### config.mk
export PLATFORM = sky130hd
export DESIGN_NAME = control_ajuste
export DESIGN_NICKNAME = d
export VERILOG_FILES = /design/src/rtl/control_ajuste_pkg.sv /design/src/rtl/antirrebote.sv /design/src/rtl/control_ajuste.sv
export SDC_FILE = /design/constraint.sdc
export NUM_CORES = 1
export LEC_CHECK = 0
export ABC_AREA = 1
export CAP_MARGIN = 5
export CORE_MARGIN = 2
export CORE_UTILIZATION = 56
export DETAILED_ROUTE_END_ITERATION = 10
export MAX_ROUTING_LAYER = met4
export PLACE_DENSITY = 0.82
export SLEW_MARGIN = 25
export SYNTH_ARGS = -nofsm -noshare
export SYNTH_HDL_FRONTEND = slang
export SYNTH_HIERARCHICAL = 1
export SYNTH_SLANG_ARGS = --single-unit
### constraint.sdc
create_clock -name CLK -period 2.01 [get_ports CLK]
set_clock_uncertainty 0.05 [all_clocks]
set_input_delay 0.3015 -clock CLK [delete_from_list [all_inputs] [get_ports CLK]]
set_output_delay 0.3015 -clock CLK [all_outputs]
set_load 0.01 [all_outputs]
### src/rtl/control_ajuste_pkg.sv
// Shared definitions for the time-set controller: mode encoding and small helpers.
package control_ajuste_pkg;

    typedef enum logic [1:0] {
        MODO_RUN      = 2'b00,
        MODO_SET_HORA = 2'b01,
        MODO_SET_MIN  = 2'b10,
        MODO_INVALIDO = 2'b11
    } modo_t;

    localparam logic [3:0] ANODO_TODOS = 4'b1111;

    function automatic logic es_ajuste(input modo_t m);
        return (m == MODO_SET_HORA) || (m == MODO_SET_MIN);
    endfunction

endpackage

### src/rtl/antirrebote.sv
// Push-button conditioner: 2-FF synchronizer, stability counter and press pulse.
module antirrebote
    import control_ajuste_pkg::*;
#(
    parameter int DEB_CUENTA = 1_000_000,
    parameter int DEB_BITS   = 20
) (
    input  logic clk,
    input  logic rst_n,
    input  logic btn,
    output logic nivel,
    output logic pulso
);

    logic                sinc1_r;
    logic                sinc2_r;
    logic                nivel_r;
    logic                pulso_r;
    logic [DEB_BITS-1:0] cnt_r;
    logic                difiere_s;
    logic                vence_s;

    assign difiere_s = (sinc2_r != nivel_r);
    assign vence_s   = difiere_s && (cnt_r == DEB_BITS'(DEB_CUENTA - 1));

    // Synchronizer, stability counter, accepted level and its rising-edge pulse.
    always_ff @(posedge clk or negedge rst_n) begin
        if (!rst_n) begin
            sinc1_r <= 1'b0;
            sinc2_r <= 1'b0;
            nivel_r <= 1'b0;
            pulso_r <= 1'b0;
            cnt_r   <= {DEB_BITS{1'b0}};
        end else begin
            sinc1_r <= btn;
            sinc2_r <= sinc1_r;
            pulso_r <= vence_s && !nivel_r;
            if (vence_s) begin
                nivel_r <= ~nivel_r;
                cnt_r   <= {DEB_BITS{1'b0}};
            end else if (difiere_s) begin
                cnt_r   <= cnt_r + DEB_BITS'(1);
            end else begin
                cnt_r   <= {DEB_BITS{1'b0}};
            end
        end
    end

    assign nivel = nivel_r;
    assign pulso = pulso_r;

endmodule

### src/rtl/control_ajuste.sv
// Time-set controller: mode FSM, tick gating, increment pulses with auto-repeat,
// and blink enables for the display.
module control_ajuste
    import control_ajuste_pkg::*;
#(
    parameter int DEB_CUENTA   = 1_000_000,
    parameter int DEB_BITS     = 20,
    parameter int BLINK_CUENTA = 25_000_000,
    parameter int BLINK_BITS   = 25,
    parameter int REP_INICIO   = 50_000_000,
    parameter int REP_PERIODO  = 20_000_000,
    parameter int REP_BITS     = 26
) (
    input  logic       CLK,
    input  logic       RST,
    input  logic       BTN_MODO,
    input  logic       BTN_INC,
    input  logic       TICK_1HZ,
    output logic       CE_SEG,
    output logic       INC_MIN,
    output logic       INC_HORA,
    output logic       CLR_SEG,
    output logic [3:0] ANODO_EN,
    output logic       HORAS_EN,
    output logic [1:0] MODO
);

    logic                  modo_nivel_unused_s;
    logic                  modo_press_s;
    logic                  inc_nivel_s;
    logic                  inc_press_s;

    modo_t                 estado_r;
    modo_t                 estado_sig_s;

    logic [BLINK_BITS-1:0] blink_cnt_r;
    logic [BLINK_BITS-1:0] blink_cnt_sig_s;
    logic                  fase_r;
    logic                  fase_sig_s;
    logic                  entra_ajuste_s;

    logic [REP_BITS-1:0]   rep_cnt_r;
    logic                  rep_siguiente_r;
    logic [REP_BITS-1:0]   rep_limite_s;
    logic                  rep_activo_s;
    logic                  rep_dispara_s;
    logic                  inc_evento_s;

    logic                  ce_seg_r;
    logic                  inc_min_r;
    logic                  inc_hora_r;
    logic                  clr_seg_r;
    logic [3:0]            anodo_r;
    logic                  horas_r;
    logic [3:0]            anodo_sig_s;
    logic                  horas_sig_s;

    antirrebote #(.DEB_CUENTA(DEB_CUENTA), .DEB_BITS(DEB_BITS)) u_deb_modo (
        .clk   (CLK),
        .rst_n (RST),
        .btn   (BTN_MODO),
        .nivel (modo_nivel_unused_s),
        .pulso (modo_press_s)
    );

    antirrebote #(.DEB_CUENTA(DEB_CUENTA), .DEB_BITS(DEB_BITS)) u_deb_inc (
        .clk   (CLK),
        .rst_n (RST),
        .btn   (BTN_INC),
        .nivel (inc_nivel_s),
        .pulso (inc_press_s)
    );

    // Mode sequence; the unused encoding falls back to RUN.
    always_comb begin
        estado_sig_s = estado_r;
        case (estado_r)
            MODO_RUN:      if (modo_press_s) estado_sig_s = MODO_SET_HORA; else estado_sig_s = MODO_RUN;
            MODO_SET_HORA: if (modo_press_s) estado_sig_s = MODO_SET_MIN;  else estado_sig_s = MODO_SET_HORA;
            MODO_SET_MIN:  if (modo_press_s) estado_sig_s = MODO_RUN;      else estado_sig_s = MODO_SET_MIN;
            default:       estado_sig_s = MODO_RUN;
        endcase
    end

    // Mode state register.
    always_ff @(posedge CLK or negedge RST) begin
        if (!RST) begin
            estado_r <= MODO_RUN;
        end else begin
            estado_r <= estado_sig_s;
        end
    end

    // Blink phase: restarts visible on every entry into a SET state.
    assign entra_ajuste_s = es_ajuste(estado_sig_s) && (estado_sig_s != estado_r);

    // Next blink counter and phase.
    always_comb begin
        blink_cnt_sig_s = blink_cnt_r + BLINK_BITS'(1);
        fase_sig_s      = fase_r;
        if (entra_ajuste_s) begin
            blink_cnt_sig_s = {BLINK_BITS{1'b0}};
            fase_sig_s      = 1'b1;
        end else if (blink_cnt_r == BLINK_BITS'(BLINK_CUENTA - 1)) begin
            blink_cnt_sig_s = {BLINK_BITS{1'b0}};
            fase_sig_s      = ~fase_r;
        end else begin
            blink_cnt_sig_s = blink_cnt_r + BLINK_BITS'(1);
            fase_sig_s      = fase_r;
        end
    end

    // Blink counter and phase registers.
    always_ff @(posedge CLK or negedge RST) begin
        if (!RST) begin
            blink_cnt_r <= {BLINK_BITS{1'b0}};
            fase_r      <= 1'b1;
        end else begin
            blink_cnt_r <= blink_cnt_sig_s;
            fase_r      <= fase_sig_s;
        end
    end

    // Auto-repeat runs only while INC is held and the mode is stable in a SET state.
    assign rep_limite_s  = rep_siguiente_r ? REP_BITS'(REP_PERIODO) : REP_BITS'(REP_INICIO);
    assign rep_activo_s  = inc_nivel_s && es_ajuste(estado_r) && (estado_sig_s == estado_r);
    assign rep_dispara_s = rep_activo_s && (rep_cnt_r == rep_limite_s);
    assign inc_evento_s  = !modo_press_s && (inc_press_s || rep_dispara_s);

    // Repeat counter; reloads to 1 after each repeat so the period counts from the pulse.
    always_ff @(posedge CLK or negedge RST) begin
        if (!RST) begin
            rep_cnt_r       <= {REP_BITS{1'b0}};
            rep_siguiente_r <= 1'b0;
        end else if (!rep_activo_s) begin
            rep_cnt_r       <= {REP_BITS{1'b0}};
            rep_siguiente_r <= 1'b0;
        end else if (rep_dispara_s) begin
            rep_cnt_r       <= REP_BITS'(1);
            rep_siguiente_r <= 1'b1;
        end else begin
            rep_cnt_r       <= rep_cnt_r + REP_BITS'(1);
            rep_siguiente_r <= rep_siguiente_r;
        end
    end

    // Display enables follow the next mode so they change together with MODO.
    always_comb begin
        anodo_sig_s = ANODO_TODOS;
        horas_sig_s = 1'b1;
        case (estado_sig_s)
            MODO_RUN: begin
                anodo_sig_s = ANODO_TODOS;
                horas_sig_s = 1'b1;
            end
            MODO_SET_HORA: begin
                anodo_sig_s = ANODO_TODOS;
                horas_sig_s = fase_sig_s;
            end
            MODO_SET_MIN: begin
                anodo_sig_s = {fase_sig_s, fase_sig_s, 2'b11};
                horas_sig_s = 1'b1;
            end
            default: begin
                anodo_sig_s = ANODO_TODOS;
                horas_sig_s = 1'b1;
            end
        endcase
    end

    // Output registers; pulse decisions use the pre-transition mode.
    always_ff @(posedge CLK or negedge RST) begin
        if (!RST) begin
            ce_seg_r   <= 1'b0;
            inc_min_r  <= 1'b0;
            inc_hora_r <= 1'b0;
            clr_seg_r  <= 1'b0;
            anodo_r    <= ANODO_TODOS;
            horas_r    <= 1'b1;
        end else begin
            ce_seg_r   <= TICK_1HZ && (estado_r == MODO_RUN);
            inc_hora_r <= inc_evento_s && (estado_r == MODO_SET_HORA);
            inc_min_r  <= inc_evento_s && (estado_r == MODO_SET_MIN);
            clr_seg_r  <= modo_press_s && (estado_r == MODO_SET_MIN);
            anodo_r    <= anodo_sig_s;
            horas_r    <= horas_sig_s;
        end
    end

    assign CE_SEG   = ce_seg_r;
    assign INC_MIN  = inc_min_r;
    assign INC_HORA = inc_hora_r;
    assign CLR_SEG  = clr_seg_r;
    assign ANODO_EN = anodo_r;
    assign HORAS_EN = horas_r;
    assign MODO     = estado_r;

endmodule

=== Word-level counts from Yosys, hierarchy flattened ===
Index checks and enable logic that the tools add are counted.

* Add/sub/neg operators: 4
* Equal/unequal tests: 13
* Muxes and demuxes: 19
* Bitwise operators: 3
* Reductions and logical operators: 20

{| class="wikitable"
|+ Operator list
! operator !! number
|-
| 20-bit 2-to-1 mux || 4
|-
| 26-bit 2-to-1 mux || 3
|-
| 25-bit 2-to-1 mux || 2
|-
| 20-bit by 1-bit adder with 20-bit output, second input constant || 2
|-
| 20-bit equality test, second input constant || 2
|-
| 26-bit by 1-bit adder with 26-bit output, second input constant || 1
|-
| 26-bit equality test || 1
|-
| 25-bit by 1-bit adder with 25-bit output, second input constant || 1
|-
| 25-bit equality test, second input constant || 1
|-
| 1-bit logical AND || 13
|-
| 1-bit 2-to-1 mux || 6
|-
| 2-bit case mux with 3 select lines || 1
|-
| 2-bit by 1-bit equality test with 1-bit output, second input constant || 2
|-
| 2-bit equality test, second input constant || 2
|-
| 2-bit 2-to-1 mux || 2
|-
| 4-bit 2-to-1 mux || 1
|-
| 1-bit zero test || 3
|-
| 1-bit logical OR || 3
|-
| 1-bit inverter || 3
|-
| 2-bit equality test || 1
|-
| 2-bit zero test || 1
|-
| 1-bit inequality test || 2
|-
| 2-bit by 1-bit inequality test with 1-bit output, second input constant || 1
|-
| 2-bit inequality test || 1
|}

* Register bits after elaboration: 112
* Bits of input ports: 5
* Output and inout bits: 11
* Word-level logic and storage cells: 80

=== Logic depth before layout (Yosys ltp) ===
Gate-level depths: netlist of the first run.

* Depth after elaboration: 8
* Mapped depth: 11
* Depth with buffers taken out: 11

=== Hierarchy ===
Netlist of the first run, hierarchy kept.

{| class="wikitable"
|+ Modules (own cells, without submodules)
! module !! times used !! cells each !! area each (um2)
|-
| control_ajuste || 1 || 483 || 3612.2
|-
| antirrebote || 2 || 178 || 1350.0
|}

=== Least setup slack after synthesis of the first run ===
Ideal clock, no wire load.

* Path type: register to register
* Start: register estado_r[1] (netlist: MODO[1])
* End: register blink_cnt_r[24]
* Setup time: 122 ps
* Arrival: 1818 ps
* Required time: 1838 ps
* Path slack: 20 ps
* Cell stages (with the launch flop): 11
* Path buffers: 1
* Period minus slack after synthesis: 1990 ps
* Cells stage by stage: dfrtp_1 > inv_1 > ha_1 > nor2_1 > nor3_1 > ha_1 > nor2_2 > inv_2 > buf_2 > nand3_1 > nor2_1

* Word-level cells in the longest chain between the ends: 6
* Elaborated cells on any way between the ends: 10
* Classes of those cells: eq/ne (5); mux (2); reduce/logical (3)

{| class="wikitable"
|+ Ends and longest elaborated chain
! what !! RTL line !! text
|-
| from (decl) || control_ajuste.sv:33 || <nowiki>modo_t estado_r;</nowiki>
|-
| from (signal assigned) || control_ajuste.sv:90 || <nowiki>estado_r <= estado_sig_s;</nowiki>
|-
| 2-bit equality test, or another cell as far along || control_ajuste.sv:77 || <nowiki>case (estado_r)</nowiki>
|-
| 2-bit case mux with 3 select lines * || control_ajuste.sv:77 ||
|-
| via estado_sig_s[0] || control_ajuste.sv:34 || <nowiki>modo_t estado_sig_s;</nowiki>
|-
| 2-bit by 1-bit equality test with 1-bit output / 2-bit equality test (equally long branches) || control_ajuste_pkg.sv:14 || <nowiki>return (m == MODO_SET_HORA) || (m == MODO_SET_MIN);</nowiki>
|-
| 1-bit logical OR || control_ajuste_pkg.sv:14 ||
|-
| 1-bit logical AND * || control_ajuste.sv:95 || <nowiki>assign entra_ajuste_s = es_ajuste(estado_sig_s) && (estado_sig_s != estado_r);</nowiki>
|-
| 25-bit 2-to-1 mux * || control_ajuste.sv:101 || <nowiki>if (entra_ajuste_s) begin</nowiki>
|-
| via blink_cnt_sig_s[24] || control_ajuste.sv:37 || <nowiki>logic [BLINK_BITS-1:0] blink_cnt_sig_s;</nowiki>
|-
| to (signal assigned) || control_ajuste.sv:116 || <nowiki>blink_cnt_r <= {BLINK_BITS{1'b0}};</nowiki>
|-
| to (signal assigned) || control_ajuste.sv:119 || <nowiki>blink_cnt_r <= blink_cnt_sig_s;</nowiki>
|-
| to (decl) || control_ajuste.sv:36 || <nowiki>logic [BLINK_BITS-1:0] blink_cnt_r;</nowiki>
|}

The timed path passes the listed nets; every way through them passes the cells marked *.
A chain may end at the register's enable or synchronous reset.

=== Final worst setup path of the first run ===
* Start: register estado_r[0] (netlist: MODO[0])
* End: register blink_cnt_r[6]

The elaborated chain is that of the path after synthesis.

==> results of run 1 <==
layout by cell type (no fill, tap or decap), types with 6 or more instances in the layout:
cell / Yosys / final
dfrtp_1: 106 / 106
nor2_4: 11 / 12
clkbuf_16: 0 / 9
nor3_1: 29 / 27
ha_1: 11 / 9
clkdlybuf4s50_1: 0 / 12
nand2_1: 174 / 172
nor2_2: 11 / 10
nor3b_1: 6 / 6
buf_4: 4 / 11
xor2_1: 32 / 32
nand2_2: 15 / 15
inv_1: 111 / 109
a21oi_1: 7 / 7
o21ai_0: 6 / 6
nand4_1: 30 / 30
nor2_1: 169 / 169
nand3_1: 56 / 56
inv_2: 14 / 15
critical path, stage by stage, from the launching register on:
cell,delay [ns]
dfrtp_1,0.42
buf_4,0.14
ha_1,0.19
nor2_1,0.06
nor3_2,0.32
ha_4,0.27
nor2_4,0.13
inv_4,0.09
nand2_4,0.09
nor2_1,0.05
registers in the layout (all words and copies together) (netlist names), 2 cells and up:
register	cells
MODO	2
blink_cnt_r	25
rep_cnt_r	26
u_deb_inc/cnt_r	20
u_deb_modo/cnt_r	20
through the flow:
stage,hold WS (ns),cell area [sq um],cells
finish,0.314,7050,1013
detailed placement,0.174,6660,994
floorplan,-0.0441,6320,840
global route,0.330,7050,1013
CTS,0.309,6980,1011
global placement,0.177,6660,994
report_power, final:
part / switching, mW / total (mW) / leakage, nW / internal, mW
registers: 0.00825 / 2.22 / 1.48 / 2.21
logic: 0.0778 / 0.109 / 1.50 / 0.0314
clock network: 0.787 / 1.85 / 0.152 / 1.07
total: 0.873 / 4.18 / 3.13 / 3.31
cells by family after synthesis:
kind of cell | after synthesis
simple gates | 521
buf+inv | 135
flops | 109
xor+xnor | 35
compound gates | 27
fa+ha+maj | 11
other cells | 1
metal layers:
layer / wire length (um) / global-route usage [%]
met3: 693 / 4.23
met5: 0 / -
met4: 226 / 8.93
met2: 6100 / 38.0
met1: 6170 / 33.4
cell type report:
class                           count  area (sq um)  share of cell area, %
Inverter                          125           472                   6.69
Clock buffer                       13           270                   3.83
Timing Repair Buffer               27           264                   3.74
Multi-Input combinational cell    596          3100                   43.9
Tap cell                          140           175                   2.48
Sequential cell                   109          2730                   38.7
Clock inverter                      3          42.5                  0.603
synth_stat cells (all sizes together):
| cell | number | share of area (%) |
|---|---|---|
| nor2 | 192 | 13 |
| nand2 | 191 | 12 |
| inv | 125 | 7.4 |
| dfrtp | 106 | 42 |
| nand3 | 60 | 5.1 |
| xor2 | 32 | 4.4 |
| nand4 | 31 | 3.2 |
| nor3 | 30 | 2.6 |
| ha | 11 | 2.2 |
| a21oi | 10 | 1.2 |
| o21ai | 10 | 0.85 |
| buf | 9 | 1.1 |
| nor3b | 6 | 0.71 |
| a31oi | 5 | 0.50 |
| or2 | 4 | 0.40 |
| dfstp | 3 | 1.2 |
| nand3b | 3 | 0.36 |
| nor4 | 3 | 0.30 |
| xnor2 | 3 | 0.42 |
| o21bai | 2 | 0.24 |
| and3 | 1 | 0.099 |
| clkbuf | 1 | 0.059 |
| conb | 1 | 0.059 |
repair_timing:
| item | 4_1_cts | 5_1_grt |
|---|---|---|
| endpoints found under the setup margin | 4 | 39 |
| hold endpoints to repair | 17 | 0 |
| pin swaps | 0 | 2 |
| gates resized for setup | 1 | 13 |
| setup buffers | 0 | 2 |
| hold buffers | 1 | 0 |
worst paths after layout:
path / end / depth (start not counted) / slack (ns) / start
min in group asynchronous: blink_cnt_r[23]$_DFF_PN0_ / 2 / 0.34 / RST
max in group asynchronous: fase_r$_DFF_PN1_ / 3 / 1.00 / RST
hold / removal: u_deb_modo/sinc2_r$_DFF_PN0_ / 0 / 0.31 / u_deb_modo/sinc1_r$_DFF_PN0_
setup / recovery: blink_cnt_r[6]$_DFF_PN0_ / 9 / 0.07 / MODO[0]$_DFF_PN0_
hold reg to reg: u_deb_modo/sinc2_r$_DFF_PN0_ / 0 / 0.31 / u_deb_modo/sinc1_r$_DFF_PN0_
setup reg to reg: blink_cnt_r[6]$_DFF_PN0_ / 9 / 0.07 / MODO[0]$_DFF_PN0_
==> summary.txt, run 1 <==
Synth
  – Synth warn: 6
  – Simple-gate area share of the yosys netlist: 38.3%
  – XOR/XNOR Fraction of Synth Area: 4.86%
  – #FFs+latches synth: 109
  – Compound-Gate Fraction of Synth Area: 2.79%
  – Mapped Avg Cell Area: 7.52 sq um
  – Mapped Cells: 839
  – Netlist Area Pre-Place: 6310 sq um
  – Adder-cell share of the synthesized area: 2.18%
  – Post-synthesis mux area share: 0%
  – Seq/Total Area, Yosys: 43.3%
  – Largest family of logic cells by synthesized area: simple AND/OR/NAND/NOR gates
  – Yosys cell types: 39

Timing
  – Crit path time final: 1.94 ns
  – Setup TNS: 0 ns
  – Setup violations, final: 0
  – Period Utilization, post-route: 96.4%
  – Maximum clock rate: 516 MHz
  – Setup ws final: 0.0719 ns
  – Final Slew Violations: 0
  – Final hold vios: 0

Power and ir drop
  – Tot Pwr: 4.18 mW
  – P_leak: 3.13 nW
  – Peak supply drop: 0.696 mV
  – Power Dens Cells: 593 nW/um^2

Worst setup path
  – Critical path fanouts, max: 11
  – Required @ worst endpoint: 2.20 ns
  – Critical path data arrival time: 2.13 ns
  – CP Launch Type: flop
  – CP endpoint kind: flop
  – Critical path class: reg2reg

Clock tree
  – CTS sink count: 109
  – Max Root-Sink Buffers: 2
  – CTS clk-pin slew, worst paths: 0.07 ns
  – Worst-Skew Late Latency: 0.36 ns
  – CTS tree: yes
  – Root buffer cell: clkbuf_16
  – # H-tree levels: 3
  – CTS Buf Count: 9

Global route
  – Largest net degree at the start of global routing: 43
  – Vias in the first global route: 5009
  – Remaining Overflow, GRT: 0
  – Gr usage total: 24.8%
  – Initial antenna violation count: 0
  – First-pass GRT wire length: 22800 um

Floorplan
  – Die width: 110 um
  – Row cnt: 38
  – Die height: 110 um
  – Core area: 10900 sq um
  – Starting Density: 57.7%
  – Io pins: 16
  – Die ar.: 12100 sq um

Placement
  – IO buf count: 13
  – Worst slack, placed: -0.0140 ns
  – Hpwl dp: 9520 um
  – Gpl congestion: 0.981

Detailed routing
  – DR DRC count: 0
  – Vias per inst: 5.20
  – Total detailed-routing wirelength: 13200 um
  – Via count: 5269
  – Initial DRC count: 281
  – First drt pass iteration count: 5
  – Routed length per instance: 13.0 um
  – Post-route antenna net violation count: 0

Worst hold path
  – Worst Hold Class: reg2reg

Outcome
  – Outcome: finished clean

Layout
  – Core Util, Final: 64.5%
  – Synth-to-layout area growth: 11.7%
  – N_diodes: 0
  – Layout cells sized above 1: 12.1%
  – Final #Nets: 884
  – Fill cells: 934

Run
  – Max Cap Viol: 0
Note: power is estimated with default switching activity, not from simulation.
==> run 2, diff against run 1 <==
Settings changed: SKIP_CTS_REPAIR_TIMING from default to 1.
==> run 2 against run 1 <==
Fmax shrank 0.92%. Largest power group unchanged. Count of clock-buffer cells in the layout is the same. Sequential cell count is the same. Routed wire length grew 0.39%.
==> summary.txt, run 2 (synthesis results as in run 1) <==
Outcome
  – Outcome: finished clean

Worst setup path
  – R2R Setup Slk: 0.05 ns (-0.02 ns)
  – Reg2reg end: blink_cnt_r[6]$_DFF_PN0_
  – Critical path fanouts, max: 11 (unchanged)
  – CP Launch Type: flop
  – Depth of the worst register-to-register path: 10 (+1)
  – CP endpoint kind: flop
  – Required @ worst endpoint: 2.20 ns (about the same)
  – Critical path data arrival time: 2.15 ns (+0.02 ns)
  – Critical path class: reg2reg
  – Worst flop-to-flop path startpoint: MODO[0]$_DFF_PN0_

Clock tree
  – Root buffer cell: clkbuf_16
  – Worst-Skew Late Latency: 0.36 ns (about the same)
  – # H-tree levels: 3 (unchanged)
  – Max Root-Sink Buffers: 2 (unchanged)
  – CTS Buf Count: 9 (unchanged)
  – CTS sink count: 109 (unchanged)
  – CTS tree: yes
  – CTS clk-pin slew, worst paths: 0.07 ns (about the same)

Global route
  – Largest net degree at the start of global routing: 43 (unchanged)
  – Initial antenna violation count: 0 (unchanged)
  – Vias in the first global route: 5005 (-0.080%)
  – Remaining Overflow, GRT: 0 (unchanged)
  – First-pass GRT wire length: 22800 um (-0.12%)
  – Gr usage total: 24.7% (-0.026 points)

Worst hold path
  – Worst hold endpoint: u_deb_modo/sinc2_r$_DFF_PN0_
  – Hold path depth: 0 (unchanged)
  – Worst Hold Class: reg2reg
  – Hold Path Origin: u_deb_modo/sinc1_r$_DFF_PN0_

Layout
  – Most common cell after layout, fill and taps aside: nand2_1
  – N_diodes: 0 (unchanged)
  – Largest Register: rep_cnt_r
  – Largest register FFs: 26 (unchanged)
  – Synth-to-layout area growth: 11.5%
  – Most frequent cells in the layout: nand2_1 (172), nor2_1 (169), inv_1 (109)
  – Largest regs: rep_cnt_r x26, blink_cnt_r x25
  – Layout cells sized above 1: 12.0% (-0.11 points)
  – Cell Count, Final, Fillers Out: 1013 (unchanged)
  – Final #Nets: 884 (unchanged)

Detailed routing
  – Vias per inst: 5.26 (+1.2%)
  – First drt pass iteration count: 4 (-1)
  – Via count: 5331 (+1.2%)
  – Total detailed-routing wirelength: 13200 um (+0.39%)
  – DR DRC count: 0 (unchanged)
  – Post-route antenna net violation count: 0 (unchanged)
  – Routed length per instance: 13.1 um (+0.39%)
  – Initial DRC count: 286 (+1.8%)

Floorplan
  – Die height: 110 um (unchanged)
  – Row cnt: 38 (unchanged)
  – Die ar.: 12100 sq um (unchanged)
  – Core area: 10900 sq um (unchanged)
  – Starting Density: 57.7% (unchanged)
  – Die width: 110 um (unchanged)
  – Io pins: 16 (unchanged)

Timing
  – Maximum clock rate: 511 MHz (-0.92%)
  – Final Slew Violations: 0 (unchanged)
  – Setup TNS: 0 ns (unchanged)
  – Crit path time final: 1.96 ns (+0.0179 ns)
  – Setup violations, final: 0 (unchanged)
  – Period Utilization, post-route: 97.3% (+0.89 points)
  – Final hold vios: 0 (unchanged)

Power and ir drop
  – Peak supply drop: 0.699 mV (+0.49%)
  – Power Dens Cells: 594 nW/um^2 (+0.23%)
  – P_leak: 3.13 nW (about the same)

Placement
  – Inst Count DP: 994 (unchanged)
  – Hpwl dp: 9520 um (unchanged)
  – Gpl congestion: 0.981 (unchanged)
  – IO buf count: 13 (unchanged)

Run
  – Max Cap Viol: 0 (unchanged)
## run 2: how the worst max path moves through the flow
stage,startpoint,endpoint,slack [ns]
after floorplan,MODO[1]$_DFF_PN0_,blink_cnt_r[24]$_DFF_PN0_,0.02
after global placement,MODO[1]$_DFF_PN0_,blink_cnt_r[6]$_DFF_PN0_,0.11
after detailed placement,MODO[0]$_DFF_PN0_,blink_cnt_r[6]$_DFF_PN0_,-0.01
after CTS,MODO[0]$_DFF_PN0_,blink_cnt_r[6]$_DFF_PN0_,-0.03
after global routing,MODO[0]$_DFF_PN0_,blink_cnt_r[24]$_DFF_PN0_,-0.06
final,MODO[0]$_DFF_PN0_,blink_cnt_r[6]$_DFF_PN0_,0.05
## run 2: power by group
| part | internal, mW | switching, mW |
|---|---|---|
| Sequential | 2.21 | 0.00827 |
| Clock | 1.07 | 0.789 |
| Combinational | 0.0314 | 0.0781 |
## run 2: final cells by class
cell class                      count  area (sq um)
Tap cell                          140           175
Fill cell                         937          3900
Multi-Input combinational cell    596          3080
Timing Repair Buffer               27           264
Inverter                          125           472
Sequential cell                   109          2730
Clock buffer                       13           270
Clock inverter                      3          42.5
## run 2: critical path, stage by stage (launching register included)
cell and delay, ns:
dfrtp_1 0.43, inv_2 0.09, ha_2 0.18, inv_1 0.09, o21ai_4 0.20, inv_1 0.07
ha_1 0.34, nor2_4 0.16, inv_4 0.10, nand2_4 0.10, nor2_1 0.05
## run 2: per-stage QoR
step / area (sq um) / utilization (%) / hold WS (ns) / power (mW) / worst slack [ns]
floorplan: 6320 / - / -0.0441 / 2.30 / 0.0204
global placement: 6660 / 60.9 / 0.177 / 2.37 / 0.112
detailed placement: 6660 / 60.9 / 0.174 / 2.37 / -0.0140
CTS: 6970 / 63.7 / -0.201 / 4.21 / -0.0295
global route: 7040 / 64.4 / 0.330 / 4.31 / -0.0566
finish: 7040 / 64.4 / 0.314 / 4.18 / 0.0539
## run 2: routing by layer
metal	vias up	share of wire [%]	GRT usage (%)	routed length, um
met2	141	46	37.6	6080
met1	2475	47	33.6	6190
met3	29	5.3	4.23	696
met4	0	2.1	9.11	277
li1	2686	-	-	-
met5	-	0	-	0
